===== config.mk =====
export PLATFORM = sky130hd
export DESIGN_NAME = mem_arbiter
export DESIGN_NICKNAME = d
export VERILOG_FILES = /design/src/rtl/mem_arbiter_pkg.sv /design/src/rtl/mem_arbiter_pick.sv /design/src/rtl/mem_arbiter.sv
export SDC_FILE = /design/constraint.sdc
export NUM_CORES = 1
export LEC_CHECK = 0
export CORE_AREA = 2 2 108 110
export DETAILED_ROUTE_END_ITERATION = 8
export DIE_AREA = 0 0 110 112
export PLACE_DENSITY = 0.86
export SLEW_MARGIN = 30
export SYNTH_ARGS = -nofsm -noshare
export SYNTH_HDL_FRONTEND = slang
export SYNTH_SLANG_ARGS = --single-unit

===== constraint.sdc =====
create_clock -name clk -period 2.6 [get_ports clk]
set_input_delay 0.52 -clock clk [delete_from_list [all_inputs] [get_ports clk]]
set_output_delay 0.52 -clock clk [all_outputs]
set_load 0.02 [all_outputs]

===== src/rtl/mem_arbiter_pkg.sv =====
// Shared types for the I/D memory arbiter: FSM states and requester sides.
package arb_types;

    typedef enum logic [1:0] {
        IDLE,
        I_BUSY,
        D_BUSY
    } arb_state_t;

    typedef enum logic {
        SIDE_I,
        SIDE_D
    } arb_side_t;

endpackage


===== src/rtl/mem_arbiter_pick.sv =====
// Requester selection for mem_arbiter: fixed D-over-I priority with an I-side
// starvation escape, or round-robin when MEM_ARB_ROUND_ROBIN_EN is defined.
module arb_pick
    import arb_types::*;
#(
    parameter int unsigned STARVE_LIMIT = 4
) (
    input  logic      clk,
    input  logic      rst,
    input  logic      i_req,
    input  logic      d_req,
    input  logic      grant,
    output arb_side_t side
);

    localparam int unsigned CW = $clog2(STARVE_LIMIT + 1);

    logic [CW-1:0] starve_cnt;

`ifdef MEM_ARB_ROUND_ROBIN_EN
    arb_side_t last;

    assign starve_cnt = '0;

    always_ff @(posedge clk or negedge rst) begin
        if (!rst) begin
            last <= SIDE_I;
        end else if (grant) begin
            last <= side;
        end
    end

    always_comb begin
        side = SIDE_D;
        if (i_req && d_req) begin
            side = (last == SIDE_I) ? SIDE_D : SIDE_I;
        end else if (i_req) begin
            side = SIDE_I;
        end
    end
`else
    localparam logic [CW-1:0] LIMIT = STARVE_LIMIT[CW-1:0];

    // Counts D grants taken while I was left waiting; any I grant resets it.
    always_ff @(posedge clk or negedge rst) begin
        if (!rst) begin
            starve_cnt <= '0;
        end else if (grant) begin
            if (side == SIDE_I) begin
                starve_cnt <= '0;
            end else if (i_req && (starve_cnt != LIMIT)) begin
                starve_cnt <= starve_cnt + 1'b1;
            end
        end
    end

    always_comb begin
        side = SIDE_D;
        if (i_req && d_req) begin
            side = (starve_cnt == LIMIT) ? SIDE_I : SIDE_D;
        end else if (i_req) begin
            side = SIDE_I;
        end
    end
`endif

endmodule


===== src/rtl/mem_arbiter.sv =====
// Two-port to one-port memory arbiter (I-fetch vs load/store).
// Define MEM_ARB_ROUND_ROBIN_EN for round-robin arbitration instead of fixed priority.
module mem_arbiter
    import arb_types::*;
#(
    parameter int unsigned STARVE_LIMIT = 4
) (
    input  logic        clk,
    input  logic        rst,
    input  logic        i_read,
    input  logic [31:0] i_address,
    output logic [31:0] i_rdata,
    output logic        i_resp,
    input  logic        d_read,
    input  logic        d_write,
    input  logic [31:0] d_address,
    input  logic [31:0] d_wdata,
    input  logic [3:0]  d_byte_enable,
    output logic [31:0] d_rdata,
    output logic        d_resp,
    output logic        mem_read,
    output logic        mem_write,
    output logic [31:0] mem_address,
    output logic [31:0] mem_wdata,
    output logic [3:0]  mem_byte_enable,
    input  logic [31:0] mem_rdata,
    input  logic        mem_resp
);

    arb_state_t  state, state_next;
    arb_side_t   pick;
    logic        d_req;
    logic        grant;
    logic [31:0] hold_addr;
    logic [31:0] hold_wdata;
    logic [3:0]  hold_be;
    logic        hold_write;

    assign d_req = d_read | d_write;
    assign grant = (state == IDLE) && (i_read || d_req);

    arb_pick #(
        .STARVE_LIMIT(STARVE_LIMIT)
    ) u_pick (
        .clk  (clk),
        .rst  (rst),
        .i_req(i_read),
        .d_req(d_req),
        .grant(grant),
        .side (pick)
    );

    always_ff @(posedge clk or negedge rst) begin
        if (!rst) begin
            state <= IDLE;
        end else begin
            state <= state_next;
        end
    end

    always_comb begin
        state_next = state;
        case (state)
            IDLE: begin
                if (grant) begin
                    state_next = (pick == SIDE_I) ? I_BUSY : D_BUSY;
                end
            end
            I_BUSY, D_BUSY: begin
                if (mem_resp) begin
                    state_next = IDLE;
                end
            end
            default: state_next = IDLE;
        endcase
    end

    // Memory side is driven only from these, so requester changes mid-transaction are invisible.
    always_ff @(posedge clk or negedge rst) begin
        if (!rst) begin
            hold_addr  <= '0;
            hold_wdata <= '0;
            hold_be    <= '0;
            hold_write <= 1'b0;
        end else if (grant) begin
            if (pick == SIDE_I) begin
                hold_addr  <= i_address;
                hold_wdata <= '0;
                hold_be    <= '1;
                hold_write <= 1'b0;
            end else begin
                hold_addr  <= d_address;
                hold_wdata <= d_wdata;
                hold_be    <= d_byte_enable;
                hold_write <= d_write;
            end
        end
    end

    always_comb begin
        mem_read        = (state == I_BUSY) || ((state == D_BUSY) && !hold_write);
        mem_write       = (state == D_BUSY) && hold_write;
        mem_address     = hold_addr;
        mem_wdata       = hold_wdata;
        mem_byte_enable = hold_be;
        i_resp          = (state == I_BUSY) && mem_resp;
        d_resp          = (state == D_BUSY) && mem_resp;
        i_rdata         = i_resp ? mem_rdata : '0;
        d_rdata         = d_resp ? mem_rdata : '0;
    end

endmodule


==> run metrics, run 1 <==
average cell area after synthesis 11.61 µm²; DRT antenna net count 0; Final Cycle Share 98.74%; Worst-Margin Slew 647.2 ps; post-layout total power 0.007354 W; Worst setup EP type output port; die area 0.01232 mm²; Final Skew 8.857 ps; Worst path slowest cell clkdlybuf4s50_1; syn nets 450; first-pass GRT wire length 18640 µm; htree depth 3; worst-path fanout max 67; # clock sinks 74; start of the worst register-to-register path state[1]$_DFFE_PN0P_; DRC marker count from the first detailed-route iteration 244; TritonCTS clock tree yes; setup violators final 0; Syn. warnings 0; Sw Share 38.64%; internal power 0.004513 W; FF-to-FF setup slack 620 ps; Flop pwr share 27.5%; Overall Global Routing Usage 19.78%; # Max-Cap Violations 0; Arrival @ worst endpoint 2050 ps; Overflow after GRT 0; xor/xnor share of the synthesized area 0%; I/O Buffers 273; Worst R2R Path Depth 6; GP Congestion 0.7950; HP Class primary input to asynchronous set/reset pin; Startpoint Class primary input; Post-CTS Setup Inserts 0; via count 3669; Layout Nets 714; largest net degree at the start of global routing 75; worst path required time 2080 ps; Clock Latency Late Sink 330 ps; cell taking the most area after synthesis dfrtp_1; Final Hold Vio Count 0; # diodes 0; Layout Cells excl Fill 719; Hold Buf Count CTS 0; clk slew on worst S/H paths 60 ps; top-area cell type share of the netlist area 51.97%; setup_tns 0 ps; Bufs and invs on worst path 3; Final Util 60.96%; Pleak 3.780 nW; Power Dens Cells 1080 mW/mm²; dpl cells 703; sequential cell area fraction in the yosys report 51.97%; post-synthesis mux area share 0%; CP top delay family buffers and inverters; Peak VDD IR 0.7658 mV; post-synthesis simple-gate area fraction 19.21%; Post-DP HPWL 9539 µm; worst stage delay on the critical path 600 ps; CTS buffer count 9; Mapped Area 0.003563 mm²; worst-path cell chain clkdlybuf4s50_1 > buf_12 > and3_1 > clkdlybuf4s50_1; share of cells above drive strength 1 5.382%; Synth area leaders dfrtp_1 (52%), and3_1 (11%), a221o_1 (9.0%), a22o_1 (8.6%), and2_1 (6.1%); Clock power frac 17.3%; die width 110 µm; drt wl/cell 17.93 µm; Yosys cell types 29; final wirelength 12890 µm; post-synthesis cell count 307; via/cell ratio 5.103; P_sw 0.002841 W; CTS root buffer clkbuf_16; number of global-route vias before repair 3625; commonest non-fill, non-tap cell in the layout clkdlybuf4s50_1; Peak Freq 389.5 MHz; status finished, final reports clean; Crit Path Category primary input to output port; row count 39; Starting Density 31.89%; Area Overhead vs Synth 91.15%; largest family of logic cells by synthesized area compound AO/OA/AOI/OAI gates; Post-Synth Adder-Cell Area 1.756%; DRC violations left 0; most frequent cells in the layout clkdlybuf4s50_1 (228), dfrtp_1 (74), and3_1 (64); Gate power share 55.2%; Rel. slew slack 56.85%; Max Slew Vio Count 0; most frequent CP cell clkdlybuf4s50_1; core area 0.01117 mm²; # IOs 274; Synth Area in Compound Gates 20.51%; smallest hold slack 205.8 ps; Crit Reg-Reg Endpoint mem_wdata[13]$_DFFE_PN0P_; drt first pass iters 5; Post-CTS Resized 0; die height 112 µm; Period minus WS final 2567 ps; filler instances 891; Seq cells post-synth 74; antenna violations before repair 0; worst-case clock buffer depth 2
how the worst max path moves through the flow:
stage / end / depth (start not counted) / startpoint
global route: d_rdata[13] / 4 / mem_resp
global placement: d_rdata[3] / 4 / mem_resp
CTS: i_rdata[30] / 4 / mem_resp
finish: d_rdata[13] / 4 / mem_resp
floorplan: d_rdata[25] / 3 / mem_resp
detailed placement: i_rdata[30] / 4 / mem_resp
routing by layer:
metal  vias to the layer above  part of all wire, %  global-route usage (%)
met1                      1742                   35                   20.54
met2                       227                   52                   35.62
met4                         0                  1.3                   5.823
met5                         -                    0                       0
li1                       1690                    -                       -
met3                        10                   12                   8.372
cells in the mapped netlist:
master / number
nand3_1: 2
buf_6: 7
and2_4: 1
a221o_1: 32
o22a_1: 4
a21o_1: 2
clkbuf_1: 14
o41ai_1: 1
o2bb2ai_1: 2
buf_4: 2
o31ai_1: 1
inv_1: 6
buf_2: 5
nand2_1: 3
nor3_1: 2
nand4b_1: 1
nor2_1: 1
dlymetal6s2s_1: 2
dfrtp_1: 74
a22o_1: 35
nor2b_1: 1
buf_8: 1
o21ai_0: 1
and3_1: 64
o21bai_1: 1
nand2b_1: 1
and2_1: 35
ha_1: 5
o21a_1: 1
final cells by class:
class | count | area, µm² | area share, %
timing repair buffer | 284 | 2955 | 43.39
sequential | 74 | 1852 | 27.19
multi-input combinational | 196 | 1494 | 21.93
clock buffer | 9 | 225.2 | 3.306
tap | 143 | 178.9 | 2.627
clock inverter | 7 | 83.83 | 1.231
inverter | 6 | 22.52 | 0.3306
stage by stage:
stage	setup WS, ps	area [µm²]
after floorplan	858.9	3563
after global placement	15.28	6385
after detailed placement	22.87	6385
after CTS	17.37	6694
after global routing	-9.508	6812
final	32.75	6812
sequential cells by signal (all words and copies together), names as in the netlist:
signal / flops
hold_write: 1
mem_address: 32
mem_byte_enable: 4
mem_wdata: 32
state: 2
u_pick.starve_cnt: 3
worst register-to-register path, delay by kind of cell, from the launching register on:
kind,cells,cell delay [ps]
AND/OR/NAND/NOR,1,440
flip-flops,1,400
buffers and inverters,2,400
AO/OA/AOI/OAI,2,350
adder cells (fa/ha/maj),1,330
kinds of logic after synthesis:
| family | count (synthesis) |
|---|---|
| buffers and inverters | 37 |
| DFF | 74 |
| adders and majority gates | 5 |
| and+or+nand+nor | 111 |
| AOI/OAI and AO/OA | 80 |
power groups by stage:
stage	clock network (W)	registers, W	logic (W)
6_report	0.00127	0.00202	0.00406
5_1_grt	0.00135	0.00209	0.00429
4_1_cts	0.00130	0.00202	0.00409
3_5_place_dp	0	0.00202	0.00408
3_3_place_gp	0	0.00200	0.00397
2_1_floorplan	0	0.00261	0.00161
(Power assumes the default switching activity.)
==> inputs of run 2 (changes only) <==
--- a/config.mk
+++ b/config.mk
@@ -8,6 +8,7 @@
 export CORE_AREA = 2 2 108 110
 export DETAILED_ROUTE_END_ITERATION = 8
 export DIE_AREA = 0 0 110 112
+export HOLD_SLACK_MARGIN = 0.02
 export PLACE_DENSITY = 0.86
 export SLEW_MARGIN = 30
 export SYNTH_ARGS = -nofsm -noshare
==> results of run 2 <==
Final layout, timing and power as in run 1 (identical DEF).
==> inputs of run 3 (changes only) <==
--- a/config.mk
+++ b/config.mk
@@ -8,7 +8,6 @@
 export CORE_AREA = 2 2 108 110
 export DETAILED_ROUTE_END_ITERATION = 8
 export DIE_AREA = 0 0 110 112
-export HOLD_SLACK_MARGIN = 0.02
 export PLACE_DENSITY = 0.86
 export SLEW_MARGIN = 30
 export SYNTH_ARGS = -nofsm -noshare
==> results of run 3 <==
Final layout, timing and power as in run 1 (identical DEF).
